### src/rtl/pipelined_cla_adder_pkg.sv
// Shared definitions for the pipelined carry-look-ahead adder.
// Holds the CLA group width, the stage-count helper and the {G,P} pair
// type with its prefix-merge operator.
package msi_adder_pkg;

   localparam int CLA_GRP_W = 4;

   typedef struct packed {
      logic g;
      logic p;
   } gp_t;

   // Number of register stages: one per GRP_PER_STG groups of CLA_GRP_W bits
   function automatic int cla_stages(input int width, input int grp_per_stg);
      return (width / CLA_GRP_W) / grp_per_stg;
   endfunction

   // Combine a higher {G,P} span with the adjacent lower span
   function automatic gp_t gp_merge(input gp_t hi, input gp_t lo);
      gp_t r;
      r.g = hi.g | (hi.p & lo.g);
      r.p = hi.p & lo.p;
      return r;
   endfunction

endpackage

### src/rtl/pipelined_cla_adder_if.sv
// Operand/result handshake bundle for the pipelined CLA adder.
// Optional macro CLA_OVF_FLAG_EN adds the signed-overflow flag V.
interface pipelined_cla_adder_if #(
   parameter int WIDTH = 16
);
   logic             in_valid;
   logic             in_ready;
   logic [WIDTH-1:0] A;
   logic [WIDTH-1:0] B;
   logic             C_in;
   logic             out_valid;
   logic             out_ready;
   logic [WIDTH-1:0] S;
   logic             C_out;
`ifdef CLA_OVF_FLAG_EN
   logic             V;

   modport master (
      output in_valid, A, B, C_in, out_ready,
      input  in_ready, out_valid, S, C_out, V
   );

   modport slave (
      input  in_valid, A, B, C_in, out_ready,
      output in_ready, out_valid, S, C_out, V
   );
`else
   modport master (
      output in_valid, A, B, C_in, out_ready,
      input  in_ready, out_valid, S, C_out
   );

   modport slave (
      input  in_valid, A, B, C_in, out_ready,
      output in_ready, out_valid, S, C_out
   );
`endif
endinterface

### src/rtl/pipelined_cla_adder_group.sv
// One 4-bit carry-look-ahead group: sum bits from internal look-ahead
// carries plus group generate/propagate for the next look-ahead level.
module cla_4bit_group (
   input  logic [3:0] a,
   input  logic [3:0] b,
   input  logic       ci,
   output logic [3:0] s,
   output logic       g,
   output logic       p,
   output logic       co
);
   logic [3:0] gi;
   logic [3:0] pi;
   logic [3:0] c;

   assign gi = a & b;
   assign pi = a ^ b;

   // Every internal carry is a flat sum of products of gi/pi and ci
   assign c[0] = ci;
   assign c[1] = gi[0] | (pi[0] & ci);
   assign c[2] = gi[1] | (pi[1] & gi[0]) | (pi[1] & pi[0] & ci);
   assign c[3] = gi[2] | (pi[2] & gi[1]) | (pi[2] & pi[1] & gi[0])
               | (pi[2] & pi[1] & pi[0] & ci);

   assign g  = gi[3] | (pi[3] & gi[2]) | (pi[3] & pi[2] & gi[1])
             | (pi[3] & pi[2] & pi[1] & gi[0]);
   assign p  = &pi;
   assign co = g | (p & ci);
   assign s  = pi ^ c;
endmodule

### src/rtl/pipelined_cla_adder.sv
// Pipelined N-bit carry-look-ahead adder.
// Stage k adds GRP_PER_STG 4-bit groups using the carry registered by
// stage k-1; upper operand slices are delayed and lower sum slices are
// carried forward so S leaves bit-aligned after STAGES register stages.
// The whole pipe advances on a single enable (no bubble squeezing).
// Optional macro CLA_OVF_FLAG_EN adds a registered signed-overflow flag V.
module pipelined_cla_adder
   import msi_adder_pkg::*;
#(
   parameter int WIDTH       = 16,
   parameter int GRP_PER_STG = 1
) (
   input logic                  clk,
   input logic                  rst,
   pipelined_cla_adder_if.slave bus
);
   localparam int NGRP   = WIDTH / CLA_GRP_W;
   localparam int STAGES = cla_stages(WIDTH, GRP_PER_STG);
   localparam int SW     = GRP_PER_STG * CLA_GRP_W;

   if ((WIDTH % CLA_GRP_W) != 0) begin : g_bad_width
      $error("pipelined_cla_adder: WIDTH must be a multiple of 4");
   end
   if ((NGRP % GRP_PER_STG) != 0) begin : g_bad_split
      $error("pipelined_cla_adder: WIDTH/4 must be divisible by GRP_PER_STG");
   end

   logic              adv;
   logic [STAGES-1:0] vld_pipe;
   wire  [STAGES-1:0] cy_r;
   wire  [WIDTH-1:0]  s_out;
`ifdef CLA_OVF_FLAG_EN
   logic              v_q;
`endif

   // A held result freezes every stage at once
   assign adv          = !vld_pipe[STAGES-1] || bus.out_ready;
   assign bus.in_ready = adv;

   // Valid shift register; bit k marks a live operand set leaving stage k
   always_ff @(posedge clk) begin
      if (rst) begin
         vld_pipe <= '0;
      end else if (adv) begin
         vld_pipe <= STAGES'({vld_pipe, bus.in_valid});
      end
   end

   for (genvar k = 0; k < STAGES; k++) begin : g_stg
      logic                        cin_k;
      logic [SW-1:0]               a_k;
      logic [SW-1:0]               b_k;
      wire  [SW-1:0]               s_k;
      gp_t  [GRP_PER_STG-1:0]      gp;
      logic [GRP_PER_STG:0]        gc;
      wire  [GRP_PER_STG-1:0]      grp_co;
      logic                        unused_grp_co;
      logic [STAGES-k-1:0][SW-1:0] s_d;
      logic                        cy_q;

      if (k == 0) begin : g_in
         assign a_k   = bus.A[SW-1:0];
         assign b_k   = bus.B[SW-1:0];
         assign cin_k = bus.C_in;
      end else begin : g_dly
         logic [k-1:0][SW-1:0] a_d;
         logic [k-1:0][SW-1:0] b_d;

         // Delay this stage's operand slice k cycles to meet its carry
         always_ff @(posedge clk) begin
            if (rst) begin
               a_d <= '0;
               b_d <= '0;
            end else if (adv) begin
               a_d[0] <= bus.A[k*SW +: SW];
               b_d[0] <= bus.B[k*SW +: SW];
               for (int i = 1; i < k; i++) begin
                  a_d[i] <= a_d[i-1];
                  b_d[i] <= b_d[i-1];
               end
            end
         end

         assign a_k   = a_d[k-1];
         assign b_k   = b_d[k-1];
         assign cin_k = cy_r[k-1];
      end

      // Group carries from merged {G,P} prefixes of the lower groups
      always_comb begin
         gp_t acc;
         acc   = '0;
         gc    = '0;
         gc[0] = cin_k;
         for (int i = 0; i < GRP_PER_STG; i++) begin
            acc = gp[i];
            for (int j = i - 1; j >= 0; j--) begin
               acc = gp_merge(acc, gp[j]);
            end
            gc[i+1] = acc.g | (acc.p & cin_k);
         end
      end

      for (genvar g = 0; g < GRP_PER_STG; g++) begin : g_grp
         cla_4bit_group u_grp (
            .a  (a_k[g*CLA_GRP_W +: CLA_GRP_W]),
            .b  (b_k[g*CLA_GRP_W +: CLA_GRP_W]),
            .ci (gc[g]),
            .s  (s_k[g*CLA_GRP_W +: CLA_GRP_W]),
            .g  (gp[g].g),
            .p  (gp[g].p),
            .co (grp_co[g])
         );
      end

      // Per-group ripple outputs are redundant with the look-ahead carries
      assign unused_grp_co = ^grp_co;

      // Register the stage carry and push the sum slice toward the output
      always_ff @(posedge clk) begin
         if (rst) begin
            s_d  <= '0;
            cy_q <= 1'b0;
         end else if (adv) begin
            s_d[0] <= s_k;
            for (int i = 1; i < STAGES - k; i++) begin
               s_d[i] <= s_d[i-1];
            end
            cy_q <= gc[GRP_PER_STG];
         end
      end

      assign cy_r[k]            = cy_q;
      assign s_out[k*SW +: SW]  = s_d[STAGES-k-1];

`ifdef CLA_OVF_FLAG_EN
      if (k == STAGES - 1) begin : g_ovf
         // Carry into MSB is a^b^s at the MSB; XOR with carry out gives V
         always_ff @(posedge clk) begin
            if (rst) begin
               v_q <= 1'b0;
            end else if (adv) begin
               v_q <= a_k[SW-1] ^ b_k[SW-1] ^ s_k[SW-1] ^ gc[GRP_PER_STG];
            end
         end
      end
`endif
   end

   assign bus.out_valid = vld_pipe[STAGES-1];
   assign bus.S         = s_out;
   assign bus.C_out     = cy_r[STAGES-1];
`ifdef CLA_OVF_FLAG_EN
   assign bus.V         = v_q;
`endif

endmodule

### src/flat_wrapper.sv
// flat-port wrapper written by rule: the top's interface ports become plain ports
module pipelined_cla_adder_flat import msi_adder_pkg::*;
#(
   parameter int WIDTH       = 16,
   parameter int GRP_PER_STG = 1
)
  (clk, rst, bus_in_valid, bus_A, bus_B, bus_C_in, bus_out_ready, bus_in_ready, bus_out_valid, bus_S, bus_C_out);
  pipelined_cla_adder_if #(.WIDTH(WIDTH)) bus_i ();
  input logic clk;
  input logic rst;
  input wire logic [$bits(bus_i.in_valid)-1:0] bus_in_valid;
  input wire logic [$bits(bus_i.A)-1:0] bus_A;
  input wire logic [$bits(bus_i.B)-1:0] bus_B;
  input wire logic [$bits(bus_i.C_in)-1:0] bus_C_in;
  input wire logic [$bits(bus_i.out_ready)-1:0] bus_out_ready;
  output wire logic [$bits(bus_i.in_ready)-1:0] bus_in_ready;
  output wire logic [$bits(bus_i.out_valid)-1:0] bus_out_valid;
  output wire logic [$bits(bus_i.S)-1:0] bus_S;
  output wire logic [$bits(bus_i.C_out)-1:0] bus_C_out;
  assign bus_i.in_valid = bus_in_valid;
  assign bus_i.A = bus_A;
  assign bus_i.B = bus_B;
  assign bus_i.C_in = bus_C_in;
  assign bus_i.out_ready = bus_out_ready;
  assign bus_in_ready = bus_i.in_ready;
  assign bus_out_valid = bus_i.out_valid;
  assign bus_S = bus_i.S;
  assign bus_C_out = bus_i.C_out;
  pipelined_cla_adder #(.WIDTH(WIDTH), .GRP_PER_STG(GRP_PER_STG)) u_core (.clk(clk), .rst(rst), .bus(bus_i));
endmodule
### config.mk
export PLATFORM = sky130hd
export DESIGN_NAME = pipelined_cla_adder_flat
export DESIGN_NICKNAME = d
export VERILOG_FILES = /design/src/rtl/pipelined_cla_adder_pkg.sv /design/src/rtl/pipelined_cla_adder_if.sv /design/src/rtl/pipelined_cla_adder_group.sv /design/src/rtl/pipelined_cla_adder.sv /design/src/flat_wrapper.sv
export SDC_FILE = /design/constraint.sdc
export NUM_CORES = 1
export LEC_CHECK = 0
export CORE_ASPECT_RATIO = 2
export CORE_MARGIN = 4
export CORE_UTILIZATION = 57
export DETAILED_ROUTE_END_ITERATION = 8
export PLACE_DENSITY = 0.85
export SYNTH_ARGS = -nofsm -noshare
export SYNTH_HDL_FRONTEND = slang
export SYNTH_SLANG_ARGS = --single-unit
### constraint.sdc
create_clock -name clk -period 3.7 [get_ports clk]
set_input_delay 0.74 -clock clk [delete_from_list [all_inputs] [get_ports clk]]
set_output_delay 0.74 -clock clk [all_outputs]
set_load 0.03 [all_outputs]
; ---- Word level (Yosys, flattened, before mapping)
; Index checks and enable logic that the tools add are counted.
; Widths: inputs -> output; s select.
[totals]
regBits = 96
latchBits = 0
mem_bits_rw = 0
rom_bits = 0
inputBits = 37
elab_cells = 145
n_memories = 0
[classes]
n_addsub = 0
multipliers = 0
div = 0
order_cmp = 0
eq_ne = 0
n_shift = 0
mux = 0
bitwise = 112
reduce_logical = 6
[op_table]
columns = op, n
row1 = $and 1x1->1, 60
row2 = $or 1x1->1, 40
row3 = $xor 4x4->4, 8
row4 = $and 4x4->4, 4
row5 = $reduce_and 4->1, 4
row6 = $logic_not 1->1, 1
row7 = $logic_or 1x1->1, 1

; ---- Longest topological paths before layout
[logic_depth]
word_depth = 6
depth_mapped = 5
depth_no_buf = 5

; ---- Modules after synthesis
; A second synthesis with hierarchy kept.
[unflattened]
hier_cells = 517
hier_area_um2 = 4287.9
[modules_own_cells]
columns = module, instances, cells_each, area_per_inst_um2, seq_area_each_um2
row1 = pipelined_cla_adder, 1, 429, 3534.6, 1921.8
row2 = cla_4bit_group at u_core.g_stg[2].g_grp[0].u_grp ..., 2, 22, 193.9, 0.0
row3 = cla_4bit_group at u_core.g_stg[0].g_grp[0].u_grp ..., 2, 22, 182.7, 0.0

; ---- Worst setup path after synthesis
; OpenSTA, ideal clock, no wires.
[synth_timing]
path_type = input to register
from = in bus_B[0]
to = reg u_core.g_stg[0].cy_q
arrival_time_ns = 1.769
setup_slack_ns = 1.799
cell_stages = 4
cell_sequence = ha_1 > a211o_1 > a2111oi_0 > nor3_1
[synth_via]
elab_chain_cells = 4
word_cells_on_any_way = 7
[synth_rtl]
columns = item, line_no
row1 = start: declaration, flat_wrapper.sv:13  ; input wire logic [$bits(bus_i.B)-1:0] bus_B;
row2 = $xor 4x4->4 or $and 4x4->4 (tied branches), "pipelined_cla_adder_group.sv:17, pipelined_cla_adder_group.sv:16"
row3 = $reduce_and 4->1 or $and 1x1->1 (tied branches), "pipelined_cla_adder_group.sv:28, pipelined_cla_adder_group.sv:27"
row4 = $and 1x1->1 or $or 1x1->1 (tied branches), "pipelined_cla_adder.sv:100, pipelined_cla_adder_group.sv:27"
row5 = $or 1x1->1 (*), -
row6 = end signal: assignment, pipelined_cla_adder.sv:129  ; cy_q <= gc[GRP_PER_STG];
row7 = end: declaration, pipelined_cla_adder.sv:59  ; logic cy_q;
; Mark *: on every way between the ends. The rest lies on a longest branch, timed or not.
; A chain may end at the register's enable or synchronous reset.

; ---- Final worst setup path
[layout_timing]
from = in bus_out_ready
to = out bus_in_ready
[layout_via]
elab_chain_cells = 1
[layout_rtl]
columns = item, line_no
row1 = start: declaration, flat_wrapper.sv:15  ; input wire logic [$bits(bus_i.out_ready)-1:0] bus_out_ready;
row2 = $logic_or 1x1->1, pipelined_cla_adder.sv:37  ; assign adv = !vld_pipe[STAGES-1] || bus.out_ready;
row3 = end: declaration, flat_wrapper.sv:16  ; output wire logic [$bits(bus_i.in_ready)-1:0] bus_in_ready;
; Every way passes these cells.

==> impl_metrics.toml <==
[run_status]
status = "finished, final reports clean"

[sta]
finalCriticalPeriod_ns = 2.38
setup_violations = 0
fin_skew_ns = 0.00328
drv_slew = 0
finalSetupTns_ns = 0
slew_headroom = 0.362
finalCritPeriodShare = 0.645
tightest_slew_ns = 0.957
hold_viol_final = 0
rsz0062_at_grt = "false"
maxClockFrequency_mhz = 419

[critical_path]
cp.arrival_ns = 1.64
crit_path_max_incr_delay_ns = 0.55
end_kind = "primary output"
critPathLaunchType = "input port"
crit_fanout = 3
crit_buf_inv = 3
worstPathCellList = "clkdlybuf4s50_1, nor2b_4, inv_2, buf_4"
slowest_stage = "clkdlybuf4s50_1"
critPathKind = "in2out"
cp_top_family = "buffers and inverters"
cp.required_ns = 2.96

[routing]
drt_pass1_iterations = 4
antenna_left = 0
drc = 0
vias = 3384
drt-vias-per-instance = 5.48
dr.first_iter.drc_count = 224
routed_wl_um = 8660
wl_per_cell_um = 14.0

[synthesis]
yosysMostFrequentCell = "nand2_1"
synth.yosys.warnings = 0
seq_area_frac_synth = 0.471
ys_types = 34
synth_area_sq_mm = 0.00408
avgSynthCellArea_sq_um = 8.20
ys_ff_latch = 96
synth_top_area_share = 0.471
ys_top_cells_by_count = "158 x nand2_1, 96 x dfxtp_1, 81 x a21oi_1, 23 x buf_2, 16 x ha_1"
synth_largest_area_cell = "dfxtp_1"
synth_edf_count = 0
ys_dominant_reg_cell = "dfxtp_1"
async_flop_share = 0
synth.area.top_cells = "dfxtp_1 47%, nand2_1 15%, a21oi_1 9.9%"
netlist_instances = 497
syn_nets = 554

[place]
dp_hpwl_um = 5650
placed_cells = 602
portBuffers = 55
place_congestion = 0.809

[global_routing]
grt_usage = 0.218
first_global_vias = 3225
overflow = 0
grt_max_degree = 103
grt_first_pass_wirelength_um = 14500
antenna_found_initial = 0

[floorplan]
dieHeight_um = 128
fp.dieW_um = 67.8
rows = 43
core_sq_mm = 0.00694
die_area_sq_mm = 0.00865
start_util = 0.588
io_pins = 56

[layout]
antennaDiodeCount = 0
layout-drive-gt1-share = 0.0530
fillCellCount = 527
fin_cells = 618
syn2layout_area_growth_pct = 18.5
nNetsFinal = 580

[cts]
ctsLongestPathBuffers = 2
post_cts_buffers = 0
clock_latency_ns = 0.34
path_clk_slew_ns = 0.06
numCtsBuffers = 9
hold_buffers = 0
ctsResizeCount = 0
cts.sinks = 96
root_buffer = "clkbuf_16"
htreeDepth = 3
cts_tree = "done"

[pwr]
power_density_mw_per_mm2 = 478
ir_drop_uv = 326
p_leak_nw = 1.90
finalPower_mw = 2.31

[worst_hold_path]
min_path_type = "reg2reg"

[job]
cap_viol_max_count = 0
[cell families after synthesis]
group / synth area share
and+or+nand+nor: 0.207
DFF: 0.471
buffers and inverters: 0.0779
AOI/OAI and AO/OA: 0.166
xor gates and xnor gates: 0.00859
adders and majority gates: 0.0687
[cells in the final DEF, fill, tap and decap left out, types with 2 or more instances in the layout]
master,count
fa_1,4
a211oi_1,6
a21o_1,2
nor2_1,10
clkbuf_16,9
a32o_1,2
o21a_1,4
nor4bb_1,2
inv_1,15
clkdlybuf4s50_1,53
dfxtp_1,96
a41oi_1,2
nor3_1,8
and2_1,2
o211ai_1,2
buf_4,6
or4_1,2
nand2_1,158
a2111oi_0,4
or2_2,4
o41ai_1,2
nand4_1,6
xnor2_1,4
clkbuf_8,4
a21oi_1,81
nand2b_1,2
o21ai_0,4
a2111o_1,2
nand3_1,4
ha_1,16
nand4b_1,2
a211o_1,4
[cell type report]
cell class              count  area, sq um  share of cell area
repair buffers             60          581               0.120
inverters                  16         60.1              0.0124
well taps                  90          113              0.0233
multi-input cells         340         1840               0.380
clock inverters             2         35.0             0.00725
flip-flops and latches     96         1920               0.398
clock buffers              14          284              0.0588
[tightest hold or removal path, cell delays in order (launching register included)]
cell	delay, ns
dfxtp_1	0.31
nand2_1	0.05
a21oi_1	0.05
[where the power goes]
group,internal (mW),switching [mW]
clock,0.596,0.369
combinational,0.108,0.114
sequential,1.09,0.0328
total,1.79,0.517
[per-layer routing]
layer	routed length (um)	track usage	vias up
met2	4650	0.373	80
met1	3420	0.251	1583
met3	319	0.0325	17
met5	0	0	-
li1	-	-	1704
met4	279	0.120	0
[flip-flops by register name, summed over array words and instances (netlist names)]
name and cells:
u_core.g_stg.b_k 12, u_core.g_stg.g_dly.b_d 12, u_core.g_stg.g_dly.a_d 12, u_core.g_stg.s_d 28, u_core.vld_pipe 4, u_core.g_stg.cy_q 3
u_core.bus.C_out 1, u_core.bus.S 12, u_core.g_stg.a_k 12
[worst paths after layout]
kind / from / endpoint / slack (ns) / cells after the start
hold reg to reg: u_core.bus.S[4]$_SDFFE_PP0P_ / u_core.bus.S[4]$_SDFFE_PP0P_ / 0.45 / 2
hold / removal: u_core.bus.S[4]$_SDFFE_PP0P_ / u_core.bus.S[4]$_SDFFE_PP0P_ / 0.45 / 2
setup / recovery: bus_out_ready / bus_in_ready / 1.32 / 4
setup reg to reg: u_core.vld_pipe[3]$_SDFFE_PP0P_ / u_core.g_stg[1].cy_q$_SDFFE_PP0P_ / 1.83 / 4
[per-stage QoR]
stage               instance area, sq um  hold WS [ns]  setup slack, ns   util
floorplan                           4080         0.432             1.80      -
global placement                    4510         0.438             1.16  0.650
detailed placement                  4510         0.442             1.10  0.650
CTS                                 4830         0.451             1.32  0.696
global route                        4830         0.463             1.18  0.696
finish                              4830         0.449             1.32  0.696
No activity file was read; power rests on OpenSTA's default activity.
